**src/rtl/simon_pkg.sv**
```systemverilog
// Shared types and constants for the Simon feedback path arbiter.
package simon_pkg;

  // Who currently drives the LED/speaker feedback path
  typedef enum logic [1:0] {
    OWN_NONE   = 2'd0,
    OWN_SIMON  = 2'd1,
    OWN_PLAYER = 2'd2,
    OWN_ALARM  = 2'd3
  } owner_t;

  // Arbiter FSM states
  typedef enum logic [1:0] {
    ST_IDLE  = 2'd0,
    ST_HOLD  = 2'd1,
    ST_GAP   = 2'd2,
    ST_ALARM = 2'd3
  } state_t;

  // Tone/LED index used for the steady alarm and as the first melody note
  localparam logic [1:0] ALARM_NUM = 2'd3;

  // Largest of three timing parameters, used to size the shared timer
  function automatic int max3(input int a, input int b, input int c);
    int m;
    m = a;
    if (b > m) m = b;
    if (c > m) m = c;
    return m;
  endfunction

endpackage

```
**src/rtl/feedback_arbiter_tone_timer.sv**
```systemverilog
// Loadable down-counter shared by tone hold, gap and alarm-note timing.
// done is high during the last cycle of an interval of 'value' cycles.
module tone_timer #(
  parameter int W = 8
) (
  input  logic         clk,
  input  logic         reset,
  input  logic         load,
  input  logic [W-1:0] value,
  output logic         done
);

  logic [W-1:0] count_reg;

  // Reload on request, otherwise count down and park at zero
  always_ff @(posedge clk or posedge reset) begin
    if (reset) begin
      count_reg <= '0;
    end else if (load) begin
      count_reg <= value;
    end else if (count_reg != '0) begin
      count_reg <= count_reg - W'(1);
    end
  end

  assign done = (count_reg <= W'(1));

endmodule

```
**src/rtl/feedback_arbiter.sv**
```systemverilog
// Fixed-priority owner of the LED/speaker feedback path (alarm > player > simon).
// Enforces a minimum tone length and a silent gap between tones.
// Optional feature: define ALARM_MELODY_EN to cycle the alarm through notes 3,2,1,0.
module feedback_arbiter
  import simon_pkg::*;
#(
  parameter int MIN_HOLD_CYC = 1_000_000,
  parameter int GAP_CYC      = 250_000,
  parameter int NOTE_CYC     = 500_000
) (
  input  logic       clk,
  input  logic       reset,
  input  logic       simon_req,
  input  logic [1:0] simon_num,
  input  logic       player_req,
  input  logic [1:0] player_num,
  input  logic       game_over,
  output logic [1:0] num,
  output logic       pressed,
  output logic [1:0] owner
);

  localparam int CNT_W = $clog2(max3(MIN_HOLD_CYC, GAP_CYC, NOTE_CYC) + 1);

  state_t           state_reg, state_next;
  logic [1:0]       num_reg, num_next;
  logic             pressed_reg, pressed_next;
  owner_t           owner_reg, owner_next;
  logic             timer_load;
  logic [CNT_W-1:0] timer_value;
  logic             timer_done;
  logic             hold_req;
  logic [1:0]       hold_num;
  logic             note_adv;
  logic [1:0]       alarm_num;

  // Request and index of whoever owns the current tone
  assign hold_req = (owner_reg == OWN_PLAYER) ? player_req : simon_req;
  assign hold_num = (owner_reg == OWN_PLAYER) ? player_num : simon_num;

`ifdef ALARM_MELODY_EN
  logic [1:0] note_reg, note_next;

  assign note_adv = (state_reg == ST_ALARM) && (state_next == ST_ALARM) && timer_done;

  // Melody note: restart at 3 on alarm entry, step down when a note ends
  always_comb begin
    note_next = note_reg;
    if (state_reg != ST_ALARM) begin
      note_next = ALARM_NUM;
    end else if (note_adv) begin
      note_next = note_reg - 2'd1;
    end
  end

  // Melody note register
  always_ff @(posedge clk or posedge reset) begin
    if (reset) begin
      note_reg <= ALARM_NUM;
    end else begin
      note_reg <= note_next;
    end
  end

  assign alarm_num = note_next;
`else
  assign note_adv  = 1'b0;
  assign alarm_num = ALARM_NUM;
`endif

  // Next-state logic; game_over preempts everything, including the gap
  always_comb begin
    state_next = state_reg;
    if (game_over) begin
      state_next = ST_ALARM;
    end else begin
      case (state_reg)
        ST_IDLE:  if (player_req || simon_req) state_next = ST_HOLD;
        ST_HOLD:  if ((hold_num != num_reg) || (timer_done && !hold_req)) state_next = ST_GAP;
        ST_GAP:   if (timer_done) state_next = ST_IDLE;
        ST_ALARM: state_next = ST_GAP;
        default:  state_next = ST_IDLE;
      endcase
    end
  end

  // Output values for the cycle after this edge, registered below
  always_comb begin
    num_next     = num_reg;
    pressed_next = 1'b0;
    owner_next   = OWN_NONE;
    case (state_next)
      ST_IDLE: num_next = 2'd0;
      ST_HOLD: begin
        pressed_next = 1'b1;
        if (state_reg == ST_HOLD) begin
          owner_next = owner_reg;
        end else if (player_req) begin
          owner_next = OWN_PLAYER;
          num_next   = player_num;
        end else begin
          owner_next = OWN_SIMON;
          num_next   = simon_num;
        end
      end
      ST_GAP: num_next = num_reg;
      ST_ALARM: begin
        pressed_next = 1'b1;
        owner_next   = OWN_ALARM;
        num_next     = alarm_num;
      end
      default: num_next = 2'd0;
    endcase
  end

  // Timer reload on every state entry and on every melody note boundary
  always_comb begin
    timer_load  = (state_next != state_reg) || note_adv;
    timer_value = '0;
    case (state_next)
      ST_HOLD:  timer_value = CNT_W'(MIN_HOLD_CYC);
      ST_GAP:   timer_value = CNT_W'(GAP_CYC);
      ST_ALARM: timer_value = CNT_W'(NOTE_CYC);
      default:  timer_value = '0;
    endcase
  end

  tone_timer #(
    .W(CNT_W)
  ) u_timer (
    .clk   (clk),
    .reset (reset),
    .load  (timer_load),
    .value (timer_value),
    .done  (timer_done)
  );

  // State and registered outputs
  always_ff @(posedge clk or posedge reset) begin
    if (reset) begin
      state_reg   <= ST_IDLE;
      num_reg     <= 2'd0;
      pressed_reg <= 1'b0;
      owner_reg   <= OWN_NONE;
    end else begin
      state_reg   <= state_next;
      num_reg     <= num_next;
      pressed_reg <= pressed_next;
      owner_reg   <= owner_next;
    end
  end

  assign num     = num_reg;
  assign pressed = pressed_reg;
  assign owner   = owner_reg;

endmodule

```
**config.mk**
```make
export PLATFORM = sky130hd
export DESIGN_NAME = feedback_arbiter
export DESIGN_NICKNAME = d
export VERILOG_FILES = /design/src/rtl/simon_pkg.sv /design/src/rtl/feedback_arbiter_tone_timer.sv /design/src/rtl/feedback_arbiter.sv
export SDC_FILE = /design/constraint.sdc
export NUM_CORES = 1
export LEC_CHECK = 0
export ABC_AREA = 1
export BUFFER_PORTS_ARGS = -buffer_cell sky130_fd_sc_hd__buf_4
export CAP_MARGIN = 5
export CORE_ASPECT_RATIO = 0.6
export CORE_MARGIN = 2
export CORE_UTILIZATION = 60
export CTS_BUF_LIST = sky130_fd_sc_hd__clkbuf_8 sky130_fd_sc_hd__clkbuf_16
export DETAILED_ROUTE_END_ITERATION = 6
export GPL_TIMING_DRIVEN = 0
export HOLD_SLACK_MARGIN = 0.08
export PLACE_DENSITY = 0.83
export SLEW_MARGIN = 10
export SYNTH_ARGS = -nofsm -noshare
export SYNTH_HDL_FRONTEND = slang
export SYNTH_HIERARCHICAL = 1
export SYNTH_SLANG_ARGS = --single-unit
```
**constraint.sdc**
```tcl
create_clock -name clk -period 3.65 [get_ports clk]
set_clock_uncertainty 0.1 [all_clocks]
set_input_delay 0.365 -clock clk [delete_from_list [all_inputs] [get_ports clk]]
set_output_delay 0.365 -clock clk [all_outputs]
set_load 0.02 [all_outputs]
```
==> results of run 1 <==
==> cell families (layout without fill, tap and decap cells) <==
logic type                 count (synthesis)  in the layout
AOI/OAI and AO/OA                         35             35
xor gates and xnor gates                   7              7
adders and majority gates                  9              9
buffers and inverters                     52             70
DFF                                       27             27
other                                      1              6
and+or+nand+nor                          158            158
==> per-stage QoR <==
| step | utilization [%] | instance area, um^2 | total power, mW | hold slack, ps |
|---|---|---|---|---|
| floorplan | - | 2060 | 0.527 | 68.4 |
| global placement | 68.2 | 2210 | 0.578 | 229 |
| detailed placement | 68.2 | 2210 | 0.586 | 237 |
| CTS | 69.9 | 2270 | 0.759 | 305 |
| global route | 69.9 | 2270 | 0.810 | 328 |
| finish | 69.9 | 2270 | 0.756 | 311 |
==> repair_timing <==
| item | in CTS | in global routing |
|---|---|---|
| setup buffers | 0 | 0 |
| hold buffers | 1 | 0 |
| hold endpoints to repair | 7 | 0 |
| setup endpoints to repair | 0 | 1 |
| resized for setup | 0 | 1 |
==> worst reg2reg max path, stage by stage, from the launching register on <==
cell and delay (ps):
dfrtp_1 440, inv_1 170, ha_1 260, nand2_1 150, nor2_1 130, nand2_1 80
o21ai_1 230, nand3_1 110, nand2_1 80, nor2_2 40, nand2_1 50, nand2_1 60
nand2_1 200, inv_1 120, ha_1 280, or2_2 300, o21ai_0 230, a21oi_1 60
==> layout by cell type, fill, tap and decap left out, drive strengths merged <==
cell         Yosys  routed
nand2           70      70
inv             46      47
nor2            39      39
nand3           34      34
dfrtp           27      27
o21ai           19      19
buf              2      15
a21oi           10      10
ha               9       9
or2              7       7
conb             1       6
clkbuf           3       6
nand3b           5       5
xnor2            5       5
nand4            3       3
a31oi            3       3
xor2             2       2
clkinv           1       1
o22ai            1       1
dlygate4sd3      0       1
o211ai           1       1
a21boi           1       1
==> final timing paths <==
check,start,end,slack [ps],cells past startpoint
max,u_timer/count_reg[0]$_DFFE_PP0P_,u_timer/count_reg[18]$_DFFE_PP0P_,430,17
min,player_req,owner[1]$_DFFE_PP0P_,310,3
max reg2reg,u_timer/count_reg[0]$_DFFE_PP0P_,u_timer/count_reg[18]$_DFFE_PP0P_,430,17
min reg2reg,num[1]$_DFFE_PP0P_,num[1]$_DFFE_PP0P_,480,2
max in group asynchronous,reset,u_timer/count_reg[4]$_DFFE_PP0P_,2250,3
min in group asynchronous,reset,num[0]$_DFFE_PP0P_,490,3
==> routing by layer <==
| metal | part of all wire (%) | vias up | GRT usage (%) |
|---|---|---|---|
| met3 | 7.4 | 2 | 7.78 |
| met4 | 0.12 | 0 | 3.45 |
| li1 | - | 950 | - |
| met5 | 0 | - | 0 |
| met1 | 52 | 820 | 44.5 |
| met2 | 40 | 59 | 38.4 |
==> cell type report <==
class                           count  area, um^2  share of cell area (%)
Buffer                              5        51.3                    2.26
Tap cell                           45        56.3                    2.48
Multi-Input combinational cell    215        1150                    50.9
Clock inverter                      1        3.75                   0.166
Inverter                           47         176                    7.79
Clock buffer                        3        41.3                    1.82
Timing Repair Buffer               14         108                    4.75
Sequential cell                    27         676                    29.8
==> power breakdown <==
group,switching [mW],internal [mW]
clock,0.0955,0.0756
combinational,0.131,0.0805
sequential,0.0389,0.334
==> impl_metrics.tcl, run 1 <==
set metrics [dict create \
    status "completed" \
    grtUsageTotal_pct 28.0 \
    slowest_stage "dfrtp_1" \
    htree_num_levels 1 \
    path_cells "inv_1, ha_1, nand2_1, nor2_1, nand2_1, o21ai_1, nand3_1, nand2_1, nor2_2, nand2_1, nand2_1, nand2_1, inv_1, ha_1, or2_2, o21ai_0, a21oi_1" \
    hold_path_class "input port to flop" \
    core_mm2 0.00324 \
    finalSetupViolCount 0 \
    post-dp-hpwl_um 3830 \
    routed-via-count 1831 \
    cp.arrival_ps 3290 \
    postSynthCellCount 289 \
    grt_pass1_wl_um 8310 \
    die_w_um 79.2 \
    tns_ps 0 \
    ant_nets 0 \
    clock_latency_ps 280 \
    yosys_warnings 6 \
    synthTopCellsByArea "dfrtp_1 33%, nand2_1 12%, nand3_1 7.9%" \
    portBuffers 13 \
    drive_gt1_share_pct 18.3 \
    ys.flop_type "dfrtp_1" \
    startpoint_type "flop" \
    antenna_found_initial 0 \
    dieArea_mm2 0.00389 \
    largest_reg_flops 20 \
    cp.required_ps 3720 \
    row_count 16 \
    grt_overflow 0 \
    ys_seq_area_share_pct 33.1 \
    grt_pass1_vias 1699 \
    cap_violations 0 \
    die_h_um 49.1 \
    worst-setup-path-type "flop to flop" \
    wire_per_inst_um 13.6 \
    ios 14 \
    slew_headroom_pct 47.3 \
    period_needed_ps 3220 \
    cts_tree "done" \
    synth_xor_area_share_pct 3.01 \
    synth_fa_ha_area_share_pct 5.52 \
    p_leak_nw 1.11 \
    cts_num_sinks 27 \
    area_growth_pct 11.2 \
    nFillCells 287 \
    synthArstFlopShare_pct 100 \
    antenna_cells 0 \
    hold_violations 0 \
    synth_top_family_by_area "simple AND/OR/NAND/NOR gates" \
    drt_iter0_drc 242 \
    ys_ff_latch 27 \
    drc 0 \
    cts_max_path_buffers 2 \
    fin_nets 331 \
    place_inst 352 \
    syn_avg_cell_area_um2 7.05 \
    cp-end-kind "flop" \
    slew_violations 0 \
    synthMuxAreaShare_pct 0 \
    grt_setup_unrepaired "false" \
    synth.top_cell.area_share_pct 33.1 \
    clk_pin_slew_ps 100 \
    crit_buf_inv 2 \
    synth_edf_count 0 \
    fin_crit_sh_pct 88.2 \
    stdcell_count 357 \
    path_common_cell "nand2_1" \
    path_max_fanout 6 \
    power_per_cell_area_mw_per_mm2 334 \
    synth-compound-area-share_pct 10.2 \
    ir_worst_vdd_v 0.000219 \
    max_freq_mhz 310 \
    via_per_inst 5.13 \
    start_util_pct 62.8 \
    place_ws_ps 356 \
    yosysMostFrequentCell "nand2_1" \
    synth_top_area_cell "dfrtp_1" \
    syn_area_mm2 0.00204 \
    cts_inserted_buffers 3 \
    grt_max_degree 21 \
    cts_root_buf "clkbuf_8" \
    synthSimpleGateAreaFrac_pct 36.8 \
    tightestPinTransition_ps 790 \
    cpLargestDelayFamily "simple AND/OR/NAND/NOR gates" \
    finalWirelength_um 4870 \
    fin_ws_ps 429 \
    cpPeakStageDelay_ps 440 \
    place_congestion 0.971 \
    synthTopCellsByCount "64 x nand2_1, 38 x inv_1, 32 x nand3_1" \
    yosysUniqueCellTypes 31 \
    first_pass_iters 4 \
]
Power figures use the tool's default switching activity.
==> inputs of run 2 (changes only) <==
--- a/config.mk
+++ b/config.mk
@@ -8,7 +8,7 @@
 export ABC_AREA = 1
 export BUFFER_PORTS_ARGS = -buffer_cell sky130_fd_sc_hd__buf_4
 export CAP_MARGIN = 5
-export CORE_ASPECT_RATIO = 0.6
+export CORE_ASPECT_RATIO = 0.9
 export CORE_MARGIN = 2
 export CORE_UTILIZATION = 60
 export CTS_BUF_LIST = sky130_fd_sc_hd__clkbuf_8 sky130_fd_sc_hd__clkbuf_16
@@ -16,6 +16,7 @@
 export GPL_TIMING_DRIVEN = 0
 export HOLD_SLACK_MARGIN = 0.08
 export PLACE_DENSITY = 0.83
+export RECOVER_POWER = 100
 export SLEW_MARGIN = 10
 export SYNTH_ARGS = -nofsm -noshare
 export SYNTH_HDL_FRONTEND = slang
==> run 2 against run 1 <==
Register-to-register slack got worse by 40 ps; power decreased by 0.76%; clock power hardly changed; count of clock-buffer cells in the layout unchanged; critical path depth increased by 3; combinational power shrank 4%.
==> impl_metrics.tcl, run 2 (synthesized netlist as in run 1, its figures left out) <==
set metrics [dict create \
    ant_nets 0 \
    dr_wl_met2_um 2180 \
    cts_max_path_buffers 2 \
    die_h_um 59.3 \
    drive_gt1_share_pct 16.0 \
    worst-setup-path-type "flop to flop" \
    path_max_fanout 10 \
    dieArea_mm2 0.00388 \
    cp.required_ps 3720 \
    drt_iter0_drc 143 \
    clk_pin_slew_ps 100 \
    status "completed" \
    grtUsageTotal_pct 25.6 \
    core_mm2 0.00330 \
    row_count 20 \
    grt_pass1_wl_um 7530 \
    routed-via-count 1840 \
    mostFrequentLayoutCell "nand2_1" \
    cts_inserted_buffers 3 \
    post-dp-hpwl_um 3390 \
    hold_path_class "input port to flop" \
    start_util_pct 61.7 \
    fin_area_mm2 0.00224 \
    highest_layer "met4" \
    area_growth_pct 9.70 \
    placement.cell_area_mm2 0.00221 \
    cts_num_sinks 27 \
    grt_pass1_vias 1755 \
    post_cts_resized 0 \
    grt_overflow 0 \
    slew_headroom_pct 45.5 \
    tns_ps 0 \
    grt_setup_unrepaired "false" \
    cp.arrival_ps 3330 \
    grt_max_degree 21 \
    place_congestion 0.929 \
    postCtsSetupRepairBufs 0 \
    finalWirelength_um 4470 \
    cts_root_buf "clkbuf_8" \
    layout_common_cells "64 x nand2_1, 38 x inv_1, 32 x nand3_1" \
    power_per_cell_area_mw_per_mm2 336 \
    antenna_found_initial 0 \
    wl_met1_um 2120 \
    tightestPinTransition_ps 816 \
    ir_worst_vdd_v 0.000223 \
    cap_violations 0 \
    largest_reg_flops 20 \
    clock_latency_ps 280 \
    fin_crit_sh_pct 89.3 \
    via_per_inst 5.17 \
    period_needed_ps 3260 \
    ios 14 \
    drc 0 \
    fin_nets 331 \
    die_w_um 65.4 \
    antenna_cells 0 \
    wl_met3_um 126 \
    wire_per_inst_um 12.6 \
    htree_num_levels 1 \
    first_pass_iters 5 \
    cts_tree "done" \
    p_leak_nw 1.08 \
    hold_violations 0 \
    cts-hold-fix-buffers 1 \
    max_freq_mhz 307 \
    portBuffers 13 \
    cp-end-kind "flop" \
    finalSetupViolCount 0 \
    slew_violations 0 \
    startpoint_type "flop" \
]
run 2: changes by cell type in the layout (fill, tap and decap cells not counted), moves of 2 or more:
cell	previous run	this run
o21ai_1	4	2
o21ai_0	12	15
buf_4	13	7
clkbuf_1	0	5
run 2: cell type report:
class / instances / area [um^2]
clock inverters: 1 / 5.00
well taps: 44 / 55.1
inverters: 47 / 176
clock buffers: 3 / 41.3
repair buffers: 14 / 88.8
fillers: 317 / 1070
flip-flops and latches: 27 / 676
multi-input cells: 215 / 1140
plain buffers: 5 / 51.3
run 2: metal layers:
layer	GRT usage, %	up-vias
met5	0	-
met4	9.52	0
met3	3.61	6
met2	43.6	33
met1	33.5	853
li1	-	948
run 2: report_power, final:
| group | switching (mW) | internal, mW | total, mW |
|---|---|---|---|
| sequential | 0.0375 | 0.334 | 0.372 |
| clock | 0.0976 | 0.0767 | 0.174 |
| combinational | 0.128 | 0.0757 | 0.204 |
run 2: through the flow:
stage	cells	setup WS, ps	total power, mW	utilization [%]	hold slack, ps
after floorplan	294	970	0.527	-	68.4
after global placement	351	509	0.575	66.9	236
after detailed placement	351	469	0.584	66.9	232
after CTS	356	439	0.761	68.6	295
after global routing	356	75.9	0.803	67.7	306
final	356	389	0.750	67.7	306
run 2: worst paths after layout:
check | from | end | slack, ps | depth (start not counted)
max in group asynchronous | reset | u_timer/count_reg[14]$_DFFE_PP0P_ | 2240 | 3
worst min register to register | num[1]$_DFFE_PP0P_ | num[1]$_DFFE_PP0P_ | 440 | 2
worst max-delay path | u_timer/count_reg[0]$_DFFE_PP0P_ | u_timer/count_reg[17]$_DFFE_PP0P_ | 390 | 20
min in group asynchronous | reset | state_reg[0]$_DFF_PP0_ | 470 | 3
worst max register to register | u_timer/count_reg[0]$_DFFE_PP0P_ | u_timer/count_reg[17]$_DFFE_PP0P_ | 390 | 20
worst min-delay path | player_req | owner[1]$_DFFE_PP0P_ | 310 | 3
run 2: critical path, cell delays in order (launching register included):
cell and delay [ps]:
dfrtp_1 430, inv_1 160, ha_1 250, nand2_1 150
nor2_1 140, nand2_1 70, o21ai_0 350, a21oi_1 140
nor2_1 140, nand3_1 90, nand2_1 60, nand2_1 150
inv_2 150, nand2_1 70, nor2_1 140, nand3_2 150
buf_6 170, o21ai_2 80, inv_2 40, nand2_1 50
inv_1 40
==> inputs of run 3 (changes only) <==
--- a/config.mk
+++ b/config.mk
@@ -10,12 +10,13 @@
 export CAP_MARGIN = 5
 export CORE_ASPECT_RATIO = 0.9
 export CORE_MARGIN = 2
-export CORE_UTILIZATION = 60
+export CORE_UTILIZATION = 54
 export CTS_BUF_LIST = sky130_fd_sc_hd__clkbuf_8 sky130_fd_sc_hd__clkbuf_16
+export CTS_CLUSTER_SIZE = 30
 export DETAILED_ROUTE_END_ITERATION = 6
 export GPL_TIMING_DRIVEN = 0
 export HOLD_SLACK_MARGIN = 0.08
-export PLACE_DENSITY = 0.83
+export PLACE_DENSITY = 0.79
 export RECOVER_POWER = 100
 export SLEW_MARGIN = 10
 export SYNTH_ARGS = -nofsm -noshare
==> constraint.sdc (replaced) <==
create_clock -name clk -period 3 [get_ports clk]
set_clock_uncertainty 0.1 [all_clocks]
set_input_delay 0.3 -clock clk [delete_from_list [all_inputs] [get_ports clk]]
set_output_delay 0.3 -clock clk [all_outputs]
set_load 0.02 [all_outputs]
==> run 3 against run 2 <==
Register-to-register slack lost 150 ps; sequential share of layout area down 1.2 points; via count up 2.6%; sequential cell count unchanged; critical path depth is the same; sequential power grew 22%; worst hold slack worse by 52 ps.
==> impl_metrics.tcl, run 3 (synthesized netlist as in run 1, its figures left out) <==
set metrics [dict create \
    power_per_cell_area_mw_per_mm2 396 \
    grt_max_degree 21 \
    dieArea_mm2 0.00428 \
    tns_ps 0 \
    wire_per_inst_um 12.4 \
    slowest_stage "dfrtp_1" \
    row_count 21 \
    place_congestion 0.956 \
    fin_nets 335 \
    crit_buf_inv 5 \
    grtUsageTotal_pct 24.2 \
    cp.depth 20 \
    path_common_cell "nand2_1" \
    startpoint_type "flop" \
    fin_ws_ps 238 \
    tightestPinTransition_ps 795 \
    placement.cell_area_mm2 0.00221 \
    p_leak_nw 1.11 \
    finalSetupViolCount 0 \
    ios 14 \
    drc 0 \
    first_pass_iters 4 \
    ant_nets 0 \
    antenna_found_initial 0 \
    cp.required_ps 3070 \
    stdcell_count 362 \
    crit_start "u_timer/count_reg[0]$_DFFE_PP0P_" \
    drt_iter0_drc 121 \
    die_h_um 62.3 \
    cts_max_path_buffers 2 \
    cpLargestDelayFamily "simple AND/OR/NAND/NOR gates" \
    finalWirelength_um 4480 \
    cts_tree "done" \
    routed-via-count 1888 \
    largest_reg_flops 20 \
    nFillCells 352 \
    antenna_cells 0 \
    start_util_pct 55.4 \
    mostFrequentLayoutCell "nand2_1" \
    area_growth_pct 14.1 \
    portBuffers 13 \
    cts_num_sinks 27 \
    cts_inserted_buffers 3 \
    hold_path_class "input port to flop" \
    via_per_inst 5.22 \
    layout_common_cells "60 x nand2_1, 37 x inv_1, 31 x nand3_1" \
    core_mm2 0.00368 \
    period_needed_ps 2760 \
    ir_worst_vdd_v 0.000328 \
    status "completed" \
    clock_latency_ps 270 \
    grt_pass1_wl_um 7980 \
    place_inst 353 \
    slew_headroom_pct 46.9 \
    timing.rr.start "u_timer/count_reg[0]$_DFFE_PP0P_" \
    fin_crit_sh_pct 92.1 \
    max_freq_mhz 362 \
    path_max_fanout 10 \
    grt_pass1_vias 1801 \
    cap_violations 0 \
    ff2ff_path_depth 20 \
    place_ws_ps -299 \
    timing.hold.ws_ps 254 \
    slew_violations 0 \
    path_cells "inv_2, ha_4, nand2_2, nor2_1, nand2_1, o21ai_4, a21oi_1, nor2_1, nand3_1, nand2_1, nand2_2, inv_2, nand2_1, nor2_1, nand3_2, buf_6, o21ai_2, inv_2, nand2_1, inv_1" \
    worst-setup-path-type "flop to flop" \
    drive_gt1_share_pct 21.5 \
    cp-endpoint "u_timer/count_reg[17]$_DFFE_PP0P_" \
    cpPeakStageDelay_ps 410 \
    fin_area_mm2 0.00232 \
    clk_pin_slew_ps 90 \
    r2r_setup_slack_ps 240 \
    die_w_um 68.8 \
    htree_num_levels 1 \
    cts_root_buf "clkbuf_8" \
    r2r-end "u_timer/count_reg[17]$_DFFE_PP0P_" \
    grt_overflow 0 \
    hold_violations 0 \
    cp-end-kind "flop" \
    post-dp-hpwl_um 3550 \
    cp.arrival_ps 2840 \
]
## run 3: tightest hold or removal path: stages
cell,delay [ps]
buf_4,130
nand2_1,80
a31oi_1,80
## run 3: routing by layer
metal | GRT usage, % | up-vias | wire length (um)
met3 | 4.89 | 5 | 209
li1 | - | 962 | -
met5 | 0 | - | 0
met4 | 4.41 | 0 | 40
met1 | 35.6 | 888 | 2200
met2 | 37.1 | 33 | 2030
## run 3: worst min-delay path by stage
stage | slack [ps] | startpoint | cells past startpoint | to
floorplan | 3 | reset | 1 | num[0]$_DFFE_PP0P_
global placement | 170 | reset | 2 | pressed$_DFF_PP0_
detailed placement | 170 | reset | 2 | owner[1]$_DFFE_PP0P_
CTS | 250 | player_req | 3 | owner[1]$_DFFE_PP0P_
global route | 280 | player_req | 3 | owner[1]$_DFFE_PP0P_
finish | 250 | player_req | 3 | owner[1]$_DFFE_PP0P_
## run 3: repair_timing
action	in CTS	in global routing
hold buffers	1	0
pin swaps	0	1
endpoints found under the setup margin	25	24
resized for setup	5	10
hold endpoints to repair	7	0
buffers inserted	2	2
## run 3: area by class of cell
cell class	count	area [um^2]	area share [%]
multi-input combinational	215	1200	51.6
buffer	5	51.3	2.21
sequential	27	676	29.1
clock buffer	3	41.3	1.78
inverter	47	176	7.59
timing repair buffer	18	119	5.11
clock inverter	1	3.75	0.161
tap	46	57.6	2.48
## run 3: power breakdown
part	switching (mW)	internal (mW)
Sequential	0.0460	0.407
Combinational	0.163	0.104
Clock	0.109	0.0918
Total	0.318	0.603
## run 3: per-stage QoR
step / total power, mW / util, %
after floorplan: 0.642 / -
after global placement: 0.701 / 60.1
after detailed placement: 0.710 / 60.1
after CTS: 0.918 / 62.3
after global routing: 0.986 / 63.2
final: 0.921 / 63.2
